<file path="src/rtl/wb_resolve_unit_if.sv">
// MEM/WB-to-writeback bundle: latch fields in, regfile/redirect/flush/counter results out.
interface wb_resolve_unit_if #(
    parameter int WIDTH     = 16,
    parameter int CNT_WIDTH = 16
);
    logic                 valid;
    logic [3:0]           opcode;
    logic [2:0]           nzp;
    logic                 load_cc;
    logic                 load_reg;
    logic [1:0]           result_sel;
    logic [WIDTH-1:0]     alu_out;
    logic [WIDTH-1:0]     mem_data;
    logic [WIDTH-1:0]     pc_out;
    logic                 clr_counters;
    logic [1:0]           cnt_sel;
    logic [WIDTH-1:0]     regfile_in;
    logic [2:0]           dest;
    logic                 load_regfile;
    logic [2:0]           cc;
    logic                 redirect;
    logic [WIDTH-1:0]     redirect_pc;
    logic                 flush;
    logic [CNT_WIDTH-1:0] cnt_out;

    modport master (
        output valid, opcode, nzp, load_cc, load_reg, result_sel,
               alu_out, mem_data, pc_out, clr_counters, cnt_sel,
        input  regfile_in, dest, load_regfile, cc, redirect, redirect_pc,
               flush, cnt_out
    );

    modport slave (
        input  valid, opcode, nzp, load_cc, load_reg, result_sel,
               alu_out, mem_data, pc_out, clr_counters, cnt_sel,
        output regfile_in, dest, load_regfile, cc, redirect, redirect_pc,
               flush, cnt_out
    );
endinterface

</file>
<file path="src/rtl/wb_resolve_unit.sv">
// LC-3b writeback stage: result select, CC register, branch resolution against a
// static prediction, multi-cycle flush on redirect, and saturating perf counters.
module wb_resolve_unit #(
    parameter int WIDTH         = 16,
    parameter int CNT_WIDTH     = 16,
    parameter int FLUSH_CYCLES  = 1,
    parameter int PREDICT_TAKEN = 0
) (
    input logic              clk,
    input logic              rst_n,
    wb_resolve_unit_if.slave bus
);
    localparam int   HW = $clog2(FLUSH_CYCLES + 1);
    localparam logic PT = (PREDICT_TAKEN != 0);

    typedef enum logic {S_IDLE, S_FLUSH} state_t;

    state_t               r_state, w_state_nxt;
    logic [HW-1:0]        r_hold, w_hold_nxt;
    logic [2:0]           r_cc;
    logic [CNT_WIDTH-1:0] r_cnt_br, r_cnt_mis, r_cnt_red;

    logic [WIDTH-1:0] w_wb;
    logic [2:0]       w_gencc;
    logic             w_squash, w_live, w_is_br, w_taken, w_mispredict, w_uncond, w_redirect;

    assign w_squash = (r_state == S_FLUSH);
    assign w_live   = bus.valid & ~w_squash;

    always_comb begin
        w_wb = '0;
        case (bus.result_sel)
            2'd0:    w_wb = bus.alu_out;
            2'd1:    w_wb = bus.mem_data;
            2'd2:    w_wb = bus.pc_out;
            default: w_wb = '0;
        endcase
    end

    assign w_gencc = w_wb[WIDTH-1] ? 3'b100 : ((w_wb == '0) ? 3'b010 : 3'b001);

    // Branch condition uses the CC held before this instruction's own CC update.
    assign w_is_br      = (bus.opcode == 4'b0000) && (bus.nzp != 3'b000);
    assign w_taken      = |(bus.nzp & r_cc);
    assign w_mispredict = w_is_br && (w_taken != PT);
    assign w_uncond     = (bus.opcode == 4'b1100) || (bus.opcode == 4'b0100) ||
                          (bus.opcode == 4'b1111);
    assign w_redirect   = w_live & (w_mispredict | w_uncond);

    assign bus.regfile_in   = w_wb;
    assign bus.dest         = bus.nzp;
    assign bus.load_regfile = w_live & bus.load_reg;
    assign bus.cc           = r_cc;
    assign bus.redirect     = w_redirect;
    assign bus.redirect_pc  = !w_redirect ? '0 :
                              ((w_uncond || w_taken) ? bus.mem_data : bus.pc_out);
    assign bus.flush        = w_redirect | w_squash;

    always_ff @(posedge clk) begin
        if (!rst_n) begin
            r_state <= S_IDLE;
            r_hold  <= '0;
        end else begin
            r_state <= w_state_nxt;
            r_hold  <= w_hold_nxt;
        end
    end

    // The redirect cycle itself is the first flush cycle, so FLUSH holds FLUSH_CYCLES-1 more.
    always_comb begin
        w_state_nxt = r_state;
        w_hold_nxt  = r_hold;
        case (r_state)
            S_IDLE: begin
                if (w_redirect && (FLUSH_CYCLES > 1)) begin
                    w_state_nxt = S_FLUSH;
                    w_hold_nxt  = HW'(FLUSH_CYCLES - 1);
                end
            end
            S_FLUSH: begin
                if (r_hold <= HW'(1)) begin
                    w_state_nxt = S_IDLE;
                    w_hold_nxt  = '0;
                end else begin
                    w_hold_nxt = r_hold - HW'(1);
                end
            end
            default: w_state_nxt = S_IDLE;
        endcase
    end

    always_ff @(posedge clk) begin
        if (!rst_n) begin
            r_cc <= 3'b010;
        end else if (w_live && bus.load_cc) begin
            r_cc <= w_gencc;
        end
    end

    function automatic logic [CNT_WIDTH-1:0] sat_inc(input logic [CNT_WIDTH-1:0] v);
        return (v == '1) ? v : v + CNT_WIDTH'(1);
    endfunction

    always_ff @(posedge clk) begin
        if (!rst_n || bus.clr_counters) begin
            r_cnt_br  <= '0;
            r_cnt_mis <= '0;
            r_cnt_red <= '0;
        end else begin
            if (w_live && w_is_br)      r_cnt_br  <= sat_inc(r_cnt_br);
            if (w_live && w_mispredict) r_cnt_mis <= sat_inc(r_cnt_mis);
            if (w_redirect)             r_cnt_red <= sat_inc(r_cnt_red);
        end
    end

    always_comb begin
        bus.cnt_out = '0;
        case (bus.cnt_sel)
            2'd0:    bus.cnt_out = r_cnt_br;
            2'd1:    bus.cnt_out = r_cnt_mis;
            2'd2:    bus.cnt_out = r_cnt_red;
            default: bus.cnt_out = '0;
        endcase
    end
endmodule

</file>
<file path="src/flat_wrapper.sv">
// flat-port wrapper written by rule: the top's interface ports become plain ports
module wb_resolve_unit_flat 
#(
    parameter int WIDTH         = 16,
    parameter int CNT_WIDTH     = 16,
    parameter int FLUSH_CYCLES  = 1,
    parameter int PREDICT_TAKEN = 0
)
  (clk, rst_n, bus_valid, bus_opcode, bus_nzp, bus_load_cc, bus_load_reg, bus_result_sel, bus_alu_out, bus_mem_data, bus_pc_out, bus_clr_counters, bus_cnt_sel, bus_regfile_in, bus_dest, bus_load_regfile, bus_cc, bus_redirect, bus_redirect_pc, bus_flush, bus_cnt_out);
  wb_resolve_unit_if #(.WIDTH(WIDTH), .CNT_WIDTH(CNT_WIDTH)) bus_i ();
  input logic clk;
  input logic rst_n;
  input wire logic [$bits(bus_i.valid)-1:0] bus_valid;
  input wire logic [$bits(bus_i.opcode)-1:0] bus_opcode;
  input wire logic [$bits(bus_i.nzp)-1:0] bus_nzp;
  input wire logic [$bits(bus_i.load_cc)-1:0] bus_load_cc;
  input wire logic [$bits(bus_i.load_reg)-1:0] bus_load_reg;
  input wire logic [$bits(bus_i.result_sel)-1:0] bus_result_sel;
  input wire logic [$bits(bus_i.alu_out)-1:0] bus_alu_out;
  input wire logic [$bits(bus_i.mem_data)-1:0] bus_mem_data;
  input wire logic [$bits(bus_i.pc_out)-1:0] bus_pc_out;
  input wire logic [$bits(bus_i.clr_counters)-1:0] bus_clr_counters;
  input wire logic [$bits(bus_i.cnt_sel)-1:0] bus_cnt_sel;
  output wire logic [$bits(bus_i.regfile_in)-1:0] bus_regfile_in;
  output wire logic [$bits(bus_i.dest)-1:0] bus_dest;
  output wire logic [$bits(bus_i.load_regfile)-1:0] bus_load_regfile;
  output wire logic [$bits(bus_i.cc)-1:0] bus_cc;
  output wire logic [$bits(bus_i.redirect)-1:0] bus_redirect;
  output wire logic [$bits(bus_i.redirect_pc)-1:0] bus_redirect_pc;
  output wire logic [$bits(bus_i.flush)-1:0] bus_flush;
  output wire logic [$bits(bus_i.cnt_out)-1:0] bus_cnt_out;
  assign bus_i.valid = bus_valid;
  assign bus_i.opcode = bus_opcode;
  assign bus_i.nzp = bus_nzp;
  assign bus_i.load_cc = bus_load_cc;
  assign bus_i.load_reg = bus_load_reg;
  assign bus_i.result_sel = bus_result_sel;
  assign bus_i.alu_out = bus_alu_out;
  assign bus_i.mem_data = bus_mem_data;
  assign bus_i.pc_out = bus_pc_out;
  assign bus_i.clr_counters = bus_clr_counters;
  assign bus_i.cnt_sel = bus_cnt_sel;
  assign bus_regfile_in = bus_i.regfile_in;
  assign bus_dest = bus_i.dest;
  assign bus_load_regfile = bus_i.load_regfile;
  assign bus_cc = bus_i.cc;
  assign bus_redirect = bus_i.redirect;
  assign bus_redirect_pc = bus_i.redirect_pc;
  assign bus_flush = bus_i.flush;
  assign bus_cnt_out = bus_i.cnt_out;
  wb_resolve_unit #(.WIDTH(WIDTH), .CNT_WIDTH(CNT_WIDTH), .FLUSH_CYCLES(FLUSH_CYCLES), .PREDICT_TAKEN(PREDICT_TAKEN)) u_core (.clk(clk), .rst_n(rst_n), .bus(bus_i));
endmodule
</file>
<file path="config.mk">
export PLATFORM = sky130hd
export DESIGN_NAME = wb_resolve_unit_flat
export DESIGN_NICKNAME = d
export VERILOG_FILES = /design/src/rtl/wb_resolve_unit_if.sv /design/src/rtl/wb_resolve_unit.sv /design/src/flat_wrapper.sv
export SDC_FILE = /design/constraint.sdc
export NUM_CORES = 1
export LEC_CHECK = 0
export ABC_CLOCK_PERIOD_IN_PS = 2650
export CAP_MARGIN = 20
export CORE_MARGIN = 3
export CORE_UTILIZATION = 41
export CTS_CLUSTER_SIZE = 20
export DETAILED_ROUTE_END_ITERATION = 16
export PLACE_DENSITY = 0.87
export SYNTH_ARGS = -nofsm -noshare
export SYNTH_HDL_FRONTEND = slang
export SYNTH_SLANG_ARGS = --single-unit
</file>
<file path="constraint.sdc">
create_clock -name clk -period 2.65 [get_ports clk]
set_clock_uncertainty 0.2 [all_clocks]
set_input_delay 0.3975 -clock clk [delete_from_list [all_inputs] [get_ports clk]]
set_output_delay 0.3975 -clock clk [all_outputs]
set_load 0.02 [all_outputs]
</file>
== After elaboration in Yosys (flattened, before gate mapping) ==
Index checks and enable logic that the tools add are counted.

* Register bits after elaboration: 53
* Output and inout bits: 57

* Add/subtract/negate cells: 4
* Order comparisons: 1
* Equality and inequality tests: 10
* Multiplexer cells: 8
* Bitwise gates (word level): 10
* Reductions and logical operators: 20

{| class="wikitable"
|+ Operators by type and width
! kind !! count
|-
| 16-bit case mux with 3 select lines || 2
|-
| 16-bit by 1-bit adder with 16-bit output, second input constant || 3
|-
| 16-bit equality test, second input constant || 3
|-
| 16-bit 2-to-1 mux || 2
|-
| 16-bit zero test || 1
|-
| 4-bit equality test, second input constant || 2
|-
| 2-bit AND reduction || 4
|-
| 1-bit logical AND || 5
|-
| 2-bit by 1-bit equality test with 1-bit output, second input constant || 2
|-
| 2-bit equality test, second input constant || 2
|-
| 4-bit by 3-bit equality test with 1-bit output, second input constant || 1
|-
| 2-bit zero test || 2
|-
| 4-bit zero test || 1
|-
| 1-bit logical OR || 4
|-
| 1-bit NOT || 4
|-
| 1-bit bitwise AND || 3
|-
| 3-bit bitwise AND || 1
|-
| 3-bit 2-to-1 mux || 1
|-
| 3-bit nonzero test || 1
|-
| 3-bit OR reduction || 1
|-
| 1-bit 2-to-1 mux || 2
|-
| 2-bit 2-to-1 mux || 1
|-
| 1-bit bitwise OR || 2
|-
| 1-bit less-or-equal comparator, second input constant || 1
|-
| other kinds (2) || 2
|}

== Depth between registers and ports, before layout ==
Gate-level depths: netlist of the first run.

* Word-level depth: 6
* Gate-level depth with buffers: 8

== Least setup slack after synthesis of the first run ==
OpenSTA, ideal clock, no wires.

* Path type: input port to output port
* From: input port bus_opcode[1]
* To: output port bus_redirect_pc[10]
* Data arrival time: 2.466 ns
* Data required time: 2.053 ns
* Setup slack: -0.414 ns
* Stages: 8
* Buffers on the path: 4
* Cell sequence: or4b_4 or4_4 buf_6 and2_4 buf_6 buf_6 clkbuf_1 nor2_1

* Word-level cells in the longest chain between the ends: 6
* Elaborated cells between the ends (all ways): 13
* Those cells by class: eq/ne (3); mux (2); bitwise (2); reduce/logical (6)

{| class="wikitable"
|+ RTL lines
! element !! line !! RTL
|-
| start, declared || flat_wrapper.sv:14 || <nowiki>input wire logic [$bits(bus_i.opcode)-1:0] bus_opcode;</nowiki>
|-
| 4-bit equality test, or another cell as far along || wb_resolve_unit.sv:46 || <nowiki>assign w_uncond = (bus.opcode == 4'b1100) || (bus.opcode == 4'b0100) ||</nowiki>
|-
| 1-bit logical OR / 1-bit logical AND (equally long branches) || wb_resolve_unit.sv:46, wb_resolve_unit.sv:43 ||
|-
| 1-bit logical OR / 1-bit logical AND (equally long branches) || wb_resolve_unit.sv:46, wb_resolve_unit.sv:45 ||
|-
| 1-bit bitwise OR / 1-bit logical OR (equally long branches) || wb_resolve_unit.sv:48, wb_resolve_unit.sv:56 ||
|-
| 1-bit bitwise AND / 16-bit 2-to-1 mux (equally long branches) || wb_resolve_unit.sv:48, wb_resolve_unit.sv:56 ||
|-
| 16-bit 2-to-1 mux (*) || wb_resolve_unit.sv:55 || <nowiki>assign bus.redirect_pc = !w_redirect ? '0 :</nowiki>
|-
| end, declared || flat_wrapper.sv:29 || <nowiki>output wire logic [$bits(bus_i.redirect_pc)-1:0] bus_redirect_pc;</nowiki>
|}

Mark *: on every way between the ends. The rest lies on a longest branch, timed or not.

== Worst setup path after layout of the first run ==
* From: input port bus_opcode[1]
* To: output port bus_redirect_pc[15]

The elaborated chain is that of the path after synthesis.

==> summary.md, run 1 <==
| Metric | Value |
|---|---|
| Initial Util | `42.36%` |
| Fraction of layout cells with a size suffix above 1 | `21.88%` |
| CP cell instances | `buf_6 > or4b_4 > or4_4 > and2_4 > buf_12 > nor2_4 > buf_6` |
| Yosys cell types | `51` |
| Synth async-reset ratio | `0%` |
| Main synth FF type | `dfxtp_1` |
| Wirelength, routed | `13800 um` |
| Worst setup path category | `in -> out` |
| Routed via count | `4252` |
| CP max stage cell | `or4b_4` |
| Die Width | `98.37 um` |
| CTS tree | `done` |
| Vias per cell | `5.964` |
| Synth warn | `0` |
| Final worst slack | `-0.08129 ns` |
| Number of flops mapped to enable cells by yosys | `0` |
| Clock slew at reported path FFs | `0.10 ns` |
| Worst-margin pin slew | `0.5190 ns` |
| Global-route wire length before repair | `21410 um` |
| GRT Util Overall | `27.85%` |
| Starting DRT DRC Count | `328` |
| Crit path DAT | `2.13 ns` |
| PwrDens | `349.0 nW/um^2` |
| Max FO, Critical Path | `7` |
| P_leak | `2.150 nW` |
| Core area | `8258 sq um` |
| Ports | `122` |
| Final hold slack | `0.3149 ns` |
| Antenna violations before repair | `0` |
| Fin Setup TNS | `-0.4675 ns` |
| Syn nets | `521` |
| Cells after Synth | `453` |
| Die Y-Extent | `98.37 um` |
| Top cell type's share of synthesized area | `29.18%` |
| HPWL Detailed | `10030 um` |
| Critical Path RT | `2.05 ns` |
| Layout Nets | `675` |
| Hold Fails Final Rpt | `0` |
| Number of buffers created by CTS | `5` |
| Yosys reg bits | `51` |
| Final critical-path share of the clock period | `103.1%` |
| Final min period | `2.731 ns` |
| CP Capture Type | `primary output` |
| Critical path buffers and inverters | `3` |
| Clk root buf | `clkbuf_8` |
| Final setup fails | `15` |
| Max Slew Vio Count | `0` |
| GR Overflow Total | `0` |
| Crit path max-delay family | `simple AND/OR/NAND/NOR gates` |
| Syn Area/Cell | `7.723 sq um` |
| Pre-antenna DRT Iters | `8` |
| Cell Area, Synth | `3498 sq um` |
| Util after Layout | `66.88%` |
| Most frequent cells in the layout | `64 x clkdlybuf4s50_1, 51 x buf_4, 51 x dfxtp_1, 44 x nand2_1, 41 x nor2_1` |
| Row count | `33` |
| Largest net degree at the start of global routing | `19` |
| Max-cap violations | `0` |
| Failing checks | `setup timing` |
| Final Wtd Congestion | `0.9563` |
| Die area | `9677 sq um` |
| Antenna-violating nets left | `0` |
| DRC | `0` |
| CP Launch Type | `input pin` |
| Run status | `finished with violations` |
| Clock Latency Late Sink | `0.32 ns` |
| Worst stage delay on the critical path | `0.53 ns` |
| Ant diodes | `0` |
| Port buffer count | `121` |
| Slew Limit Headroom | `65.40%` |
| H-tree Lvls | `2` |
| Sequential share of the synthesized area | `29.18%` |
| Vias in the first global route | `4060` |
| CTS Hold Buffers Added | `0` |
| TritonCTS Sinks | `51` |
| Routed len/inst | `19.36 um` |
| Largest area contributor in the netlist | `dfxtp_1` |
| Most common cell after layout, fill and taps aside | `clkdlybuf4s50_1` |
| Synth top area cells | `dfxtp_1 29%, mux2i_1 11%, nor2_1 6.4%` |
| Max IR drop VDD | `225.6 uV` |
| HP Class | `reg -> reg` |
| RSZ-0062 raised after global routing | `true` |
| Clock Tree Buf Depth | `2` |
| Worst path most repeated cell | `buf_6` |
| Top achievable clock speed | `366.1 MHz` |
| Area growth syn-to-layout | `57.87%` |
registers in the layout (all words and copies together), names as in the netlist:
signal            flops
u_core.bus.cc         3
u_core.r_cnt_br      16
u_core.r_cnt_mis     16
u_core.r_cnt_red     16
worst min-delay path: cells and delay by family (launching register included):
family	cells	cell delay, ns
mux	1	0.06
simple gates	1	0.06
flops	1	0.35
repair_timing:
action	4_1_cts	5_1_grt
cloned	1	0
setup endpoints to repair	79	29
gates resized for setup	191	17
pin swaps	14	10
buffers inserted	9	3
layer usage:
layer	up-vias	track usage [%]	share of wire, %
met5	-	0	0
met2	233	48.62	49
li1	1966	-	-
met1	2011	33.86	39
met3	42	4.357	8.0
met4	0	11.76	4.1
power by group:
part / internal, mW / leakage [nW] / switching (mW) / total (mW)
clock: 0.377 / 0.0644 / 0.279 / 0.655
combinational: 0.251 / 1.67 / 0.249 / 0.499
sequential: 0.769 / 0.411 / 0.00317 / 0.773
through the flow:
step	instance area (sq um)	cells	setup slack, ns	power, mW
after floorplan	3595	453	-0.2350	0.9902
after global placement	5145	692	-0.8588	1.240
after detailed placement	5145	692	-0.9121	1.249
after CTS	5446	710	-0.08484	1.913
after global routing	5523	713	-0.1075	1.977
final	5523	713	-0.08129	1.927
logic make-up (layout without fill, tap and decap cells):
logic type      Yosys count  after routing  synth area share, %
simple gates            200            201                28.83
compound gates          100            100                19.74
flops                    51             51                29.18
buf+inv                  43            197                5.794
mux                      38             38                10.87
xor+xnor                 18             18                4.507
fa+ha+maj                 3              3                1.073
final timing paths:
kind	endpoint	from	slack (ns)	cells past startpoint
hold / removal	u_core.r_cnt_red[9]$_SDFFE_PP0P_	u_core.r_cnt_red[9]$_SDFFE_PP0P_	0.31	2
hold reg to reg	u_core.r_cnt_red[9]$_SDFFE_PP0P_	u_core.r_cnt_red[9]$_SDFFE_PP0P_	0.31	2
setup / recovery	bus_redirect_pc[15]	bus_opcode[1]	-0.08	7
setup reg to reg	u_core.r_cnt_red[7]$_SDFFE_PP0P_	u_core.bus.cc[0]$_SDFFE_PN0P_	0.17	7
area by class of cell:
class / count / area (sq um)
Fill cell: 683 / 2735
Timing Repair Buffer: 182 / 1744
Clock buffer: 5 / 68.82
Tap cell: 105 / 131.4
Clock inverter: 3 / 67.56
Sequential cell: 51 / 1021
Inverter: 7 / 33.78
Multi-Input combinational cell: 360 / 2456
cells in the mapped netlist (3+ instances only):
| cell | number |
|---|---|
| ha_1 | 3 |
| and2_1 | 6 |
| nand4_1 | 9 |
| or3_1 | 9 |
| nor3b_1 | 3 |
| o31ai_1 | 7 |
| dfxtp_1 | 51 |
| clkbuf_1 | 24 |
| buf_4 | 5 |
| a41o_1 | 3 |
| nor4_1 | 9 |
| a31oi_1 | 3 |
| xnor2_1 | 15 |
| mux2i_1 | 38 |
| o2bb2ai_1 | 16 |
| nor2_1 | 60 |
| a2111oi_0 | 3 |
| inv_1 | 7 |
| o211ai_1 | 3 |
| nor3_1 | 4 |
| o21ai_0 | 25 |
| buf_6 | 3 |
| or4_1 | 7 |
| nand3_1 | 20 |
| nand2b_1 | 6 |
| and4_1 | 4 |
| buf_1 | 4 |
| a211oi_1 | 6 |
| a21oi_1 | 23 |
| nor2b_1 | 3 |
| xor2_1 | 3 |
| and3_1 | 9 |
| nand2_1 | 44 |
Note: power is estimated with default switching activity, not from simulation.
==> run 2, diff against run 1 <==
- CORE_MARGIN: 3 -> default
==> run 2 against run 1 <==
  * The run still ends with setup timing left
  * Clock power shrank 27%
  * Largest power group unchanged
  * Critical endpoint is now bus_redirect_pc[12]
  * First-iteration DRC count shrank 37%
  * Maximum frequency up 0.78%
  * Wire length down 13%
==> summary.md, run 2 (same netlist as run 1, synthesis figures left out) <==
| Metric | Value |
|---|---|
| Max FO, Critical Path | `7 (unchanged)` |
| Worst stage delay on the critical path | `0.52 ns (about the same)` |
| Worst-margin pin slew | `0.6081 ns (+0.08910 ns)` |
| DRC | `0 (unchanged)` |
| H-tree Lvls | `2 (unchanged)` |
| HP Class | `reg -> reg` |
| GRT Util Overall | `25.92% (-1.9 points)` |
| Final worst slack | `-0.06018 ns (+0.02111 ns)` |
| TritonCTS Sinks | `51 (unchanged)` |
| Global-route wire length before repair | `18210 um (-15%)` |
| Final min period | `2.710 ns (-0.02111 ns)` |
| Clock Latency Late Sink | `0.32 ns (about the same)` |
| Max IR drop VDD | `206.0 uV (-8.7%)` |
| Max-cap violations | `0 (unchanged)` |
| Die Y-Extent | `94.37 um (-4.1%)` |
| CP startpoint | `bus_opcode[2]` |
| Number of buffers created by CTS | `5 (unchanged)` |
| Ports | `122 (unchanged)` |
| Routed via count | `4064 (-4.4%)` |
| CTS tree | `done` |
| Die Width | `94.37 um (-4.1%)` |
| Routed len/inst | `16.84 um (-13%)` |
| CP max stage cell | `or4b_4` |
| Pre-antenna DRT Iters | `5 (-3)` |
| Failing checks | `setup timing` |
| Ant diodes | `0 (unchanged)` |
| Vias per cell | `5.724 (-4.0%)` |
| CTS Hold Buffers Added | `0 (unchanged)` |
| Crit path DAT | `2.11 ns (-0.02 ns)` |
| Fin Setup TNS | `-0.3278 ns (+0.1397 ns)` |
| CP Launch Type | `input pin` |
| Vias in the first global route | `3793 (-6.6%)` |
| Critical Path RT | `2.05 ns (about the same)` |
| Slew Limit Headroom | `59.15% (-6.3 points)` |
| CP Capture Type | `primary output` |
| Hold Path Origin | `u_core.r_cnt_br[8]$_SDFFE_PP0P_` |
| Starting DRT DRC Count | `207 (-37%)` |
| Final hold slack | `0.3079 ns (-0.006998 ns)` |
| Worst setup path category | `in -> out` |
| Max Slew Vio Count | `0 (unchanged)` |
| Final critical-path share of the clock period | `102.3% (-0.80 points)` |
| CP cell instances | `buf_6 > or4b_4 > or4_4 > and2_4 > buf_6 > nor2_4 > buf_6` |
| RSZ-0062 raised after global routing | `true` |
| Layout Nets | `673 (-0.30%)` |
| Antenna violations before repair | `0 (unchanged)` |
| Core area | `8217 sq um (-0.50%)` |
| Top flop regs | `u_core.r_cnt_br: 16 flops, u_core.r_cnt_mis: 16 flops, u_core.r_cnt_red: 16 flops` |
| HPWL Detailed | `8848 um (-12%)` |
| Clk root buf | `clkbuf_8` |
| PwrDens | `320.7 nW/um^2 (-8.1%)` |
| Worst path most repeated cell | `buf_6` |
| Clock slew at reported path FFs | `0.08 ns (-0.02 ns)` |
| Antenna-violating nets left | `0 (unchanged)` |
| Final Wtd Congestion | `0.8767 (-8.3%)` |
| Most frequent cells in the layout | `64 x clkdlybuf4s50_1, 51 x dfxtp_1, 49 x buf_4, 45 x nor2_1, 44 x nand2_1` |
| GR Overflow Total | `0 (unchanged)` |
| Overall power | `1.736 mW (-9.9%)` |
| Area growth syn-to-layout | `54.72%` |
| Die area | `8906 sq um (-8.0%)` |
| Row count | `33 (unchanged)` |
| Fraction of layout cells with a size suffix above 1 | `19.50% (-2.4 points)` |
| RR Startpoint | `u_core.bus.cc[1]$_SDFFE_PN1P_` |
| Run status | `finished with violations` |
| P_leak | `2.131 nW (-0.91%)` |
| Final setup fails | `14 (-1)` |
| Most common cell after layout, fill and taps aside | `clkdlybuf4s50_1` |
| Initial Util | `42.58% (+0.21 points)` |
| Clock Tree Buf Depth | `2 (unchanged)` |
| Hold Fails Final Rpt | `0 (unchanged)` |
| Post-route cell area | `5413 sq um (-2.0%)` |
| Largest net degree at the start of global routing | `44 (+25)` |
| Top achievable clock speed | `369.0 MHz (+0.78%)` |
| Filler cells | `609 (-11%)` |
| Wirelength, routed | `11960 um (-13%)` |
| Port buffer count | `121 (unchanged)` |
| Util after Layout | `65.87% (-1.0 points)` |
| Placement Cell Area | `5160 sq um (+0.29%)` |
run 2: layout make-up:
cell class	count	area (sq um)	area share [%]
Inverter	7	28.78	0.5317
Multi-Input combinational cell	359	2404	44.41
Clock inverter	1	8.758	0.1618
Sequential cell	51	1021	18.86
Clock buffer	6	82.58	1.526
Timing Repair Buffer	181	1737	32.09
Tap cell	105	131.4	2.427
run 2: worst max-delay path: cells and delay by family:
kind          cells  cell delay [ns]
buf+inv           3             0.36
simple gates      4             1.34
run 2: timing repair:
item	in CTS	in global routing
pin swaps	11	4
gates cloned	0	1
resized for setup	169	11
endpoints found under the setup margin	77	24
setup buffers	7	1
run 2: worst paths after layout:
check	end	slack, ns	depth (start not counted)
max	bus_redirect_pc[12]	-0.06	7
max reg2reg	u_core.r_cnt_red[15]$_SDFFE_PP0P_	0.19	7
min	u_core.r_cnt_br[8]$_SDFFE_PP0P_	0.31	2
min reg2reg	u_core.r_cnt_br[8]$_SDFFE_PP0P_	0.31	2
run 2: per-layer routing:
layer	wire length, um	vias to the layer above	share of wire [%]	GRT usage (%)
met4	513	0	4.3	13.46
met3	631	39	5.3	3.623
met1	4730	1896	40	28.68
li1	-	1960	-	-
met2	6079	169	51	47.77
met5	0	-	0	0
run 2: metrics by stage:
step / setup WS, ns / instances
CTS: -0.08964 / 708
global route: -0.08151 / 710
finish: -0.06018 / 710
detailed placement: -0.8754 / 694
global placement: -0.8270 / 694
floorplan: -0.2350 / 453
run 2: report_power, final:
| part | switching (mW) | leakage, nW | internal, mW |
|---|---|---|---|
| sequential | 0.00312 | 0.411 | 0.769 |
| combinational | 0.230 | 1.67 | 0.255 |
| clock | 0.268 | 0.0477 | 0.211 |
| total | 0.501 | 2.13 | 1.24 |
==> run 3, diff against run 2 <==
- CORE_MARGIN: default -> 2
==> run 3 against run 2 <==
  * The run still ends with setup timing left
  * Clock-buffer cell count is 1 lower
  * Sequential power hardly changed
  * Highest routed layer unchanged
  * Sequential share of layout area is 0.092 points higher
  * Largest cell class unchanged
  * Largest power group unchanged
  * Critical path type unchanged
==> summary.md, run 3 (same netlist as run 1, synthesis figures left out) <==
| Metric | Value |
|---|---|
| Final setup fails | `3 (-11)` |
| Clock slew at reported path FFs | `0.09 ns (about the same)` |
| Reg area | `1021 sq um (unchanged)` |
| Max-cap violations | `0 (unchanged)` |
| P_leak | `2.080 nW (-2.4%)` |
| Most common cell after layout, fill and taps aside | `clkdlybuf4s50_1` |
| Crit path DAT | `2.08 ns (-0.03 ns)` |
| Core area | `8258 sq um (+0.50%)` |
| CP max stage cell | `or4_4` |
| GRT Util Overall | `27.03% (+1.1 points)` |
| Port buffer count | `121 (unchanged)` |
| Antenna-violating nets left | `0 (unchanged)` |
| Die Width | `96.37 um (+2.1%)` |
| Most frequent cells in the layout | `63 x clkdlybuf4s50_1, 51 x dfxtp_1, 45 x buf_4, 44 x nand2_1, 39 x nor2_1` |
| RSZ-0062 raised after global routing | `true` |
| Ports | `122 (unchanged)` |
| Failing checks | `setup timing` |
| Final Wtd Congestion | `0.8729 (-0.43%)` |
| Top achievable clock speed | `374.0 MHz (+1.4%)` |
| Clock Latency Late Sink | `0.31 ns (about the same)` |
| Starting DRT DRC Count | `283 (+37%)` |
| Hold Fails Final Rpt | `0 (unchanged)` |
| Slew Limit Headroom | `66.41% (+7.3 points)` |
| CP cell instances | `buf_6 > or4b_4 > or4_4 > and2_4 > nor2_4 > buf_6` |
| Row count | `33 (unchanged)` |
| Fin cells | `704 (-0.85%)` |
| CP Capture Type | `primary output` |
| PwrDens | `334.5 nW/um^2 (+4.3%)` |
| Layout Nets | `667 (-0.89%)` |
| DP Cell Count | `689 (-0.72%)` |
| DRC | `0 (unchanged)` |
| Wirelength, routed | `13030 um (+9.0%)` |
| Multi-input logic area | `2452 sq um (+2.0%)` |
| CTS tree | `done` |
| Routed len/inst | `18.51 um (+9.9%)` |
| Final min period | `2.673 ns (-0.03670 ns)` |
| Post-route cell area | `5386 sq um (-0.49%)` |
| Max FO, Critical Path | `5 (-2)` |
| Max IR drop VDD | `261.6 uV (+27%)` |
| Critical Path RT | `2.05 ns (about the same)` |
| TritonCTS Sinks | `51 (unchanged)` |
| Global-route wire length before repair | `19280 um (+5.9%)` |
| Max Slew Vio Count | `0 (unchanged)` |
| Clk root buf | `clkbuf_8` |
| Worst-margin pin slew | `0.4912 ns (-0.1169 ns)` |
| Final critical-path share of the clock period | `100.9% (-1.4 points)` |
| Fraction of layout cells with a size suffix above 1 | `19.87% (+0.36 points)` |
| CTS Hold Buffers Added | `0 (unchanged)` |
| Filler cells | `691 (+13%)` |
| Die area | `9287 sq um (+4.3%)` |
| Vias per cell | `5.889 (+2.9%)` |
| Number of buffers created by CTS | `5 (unchanged)` |
| Overall power | `1.802 mW (+3.8%)` |
| CP Launch Type | `input pin` |
| HP Class | `reg -> reg` |
| Area growth syn-to-layout | `53.97%` |
| Fin Setup TNS | `-0.03345 ns (+0.2943 ns)` |
| Worst setup path category | `in -> out` |
| HPWL Detailed | `9600 um (+8.5%)` |
| Top flop regs | `u_core.r_cnt_br: 16 flops, u_core.r_cnt_mis: 16 flops, u_core.r_cnt_red: 16 flops` |
| Final worst slack | `-0.02348 ns (+0.03670 ns)` |
| Routed via count | `4146 (+2.0%)` |
| H-tree Lvls | `2 (unchanged)` |
| Die Y-Extent | `96.37 um (+2.1%)` |
| Initial Util | `42.36% (-0.21 points)` |
| Antenna violations before repair | `0 (unchanged)` |
| Pre-antenna DRT Iters | `5 (unchanged)` |
| Worst stage delay on the critical path | `0.57 ns (+0.05 ns)` |
| Worst path most repeated cell | `buf_6` |
| GR Overflow Total | `0 (unchanged)` |
| Largest net degree at the start of global routing | `44 (unchanged)` |
| Final hold slack | `0.3119 ns (+0.003926 ns)` |
| Vias in the first global route | `3905 (+3.0%)` |
| Clock Tree Buf Depth | `2 (unchanged)` |
| Ant diodes | `0 (unchanged)` |
| Placement Cell Area | `5135 sq um (-0.49%)` |
| Run status | `finished with violations` |
## run 3: changes by cell type in the layout (fill, tap and decap cells not counted), moves of 2 or more
cell	delta
and2_4	+3
buf_4	-4
buf_6	-3
nor2_1	-6
a21oi_1	-2
dlymetal6s2s_1	-2
dlygate4sd2_1	+3
a21oi_2	+2
nor2_2	+5
## run 3: layout make-up
cell class | count | area share [%]
clock inverter | 2 | 0.6969
clock buffer | 5 | 1.278
tap | 105 | 2.439
timing repair buffer | 172 | 30.57
inverter | 7 | 0.5343
multi-input combinational | 362 | 45.53
sequential | 51 | 18.95
## run 3: worst max-delay path: cells and delay by family
kind | cells | cell delay, ns
buffers and inverters | 2 | 0.21
and+or+nand+nor | 4 | 1.46
## run 3: where the power goes
part / internal (mW) / switching (mW)
clock: 0.276 / 0.259
sequential: 0.769 / 0.00300
combinational: 0.252 / 0.242
## run 3: stage by stage
| step | worst slack [ns] | util, % |
|---|---|---|
| detailed placement | -0.8844 | 62.18 |
| global placement | -0.8570 | 62.18 |
| finish | -0.02348 | 65.23 |
| global route | -0.05026 | 65.23 |
| CTS | -0.01778 | 63.89 |
| floorplan | -0.2350 | - |
## run 3: repair_timing
action                                  4_1_cts  5_1_grt
gates resized for setup                     162       30
buffers inserted                              3        1
endpoints found under the setup margin       78       27
pin swaps                                     9        8
cloned                                        4        0
## run 3: final timing paths
check / startpoint / endpoint / slack, ns / depth (start not counted)
max: bus_opcode[2] / bus_redirect_pc[2] / -0.02 / 6
min reg2reg: u_core.r_cnt_red[9]$_SDFFE_PP0P_ / u_core.r_cnt_red[9]$_SDFFE_PP0P_ / 0.31 / 2
min: u_core.r_cnt_red[9]$_SDFFE_PP0P_ / u_core.r_cnt_red[9]$_SDFFE_PP0P_ / 0.31 / 2
max reg2reg: u_core.bus.cc[0]$_SDFFE_PN0P_ / u_core.r_cnt_red[15]$_SDFFE_PP0P_ / 0.10 / 7
## run 3: metal layers
| layer | wire [um] | share of wire, % | vias up | GRT usage, % |
|---|---|---|---|---|
| met5 | 0 | 0 | - | 0 |
| met4 | 354 | 2.7 | 0 | 7.512 |
| met3 | 1253 | 9.6 | 25 | 5.198 |
| met2 | 6466 | 50 | 202 | 51.10 |
| met1 | 4954 | 38 | 1972 | 30.74 |
| li1 | - | - | 1947 | - |
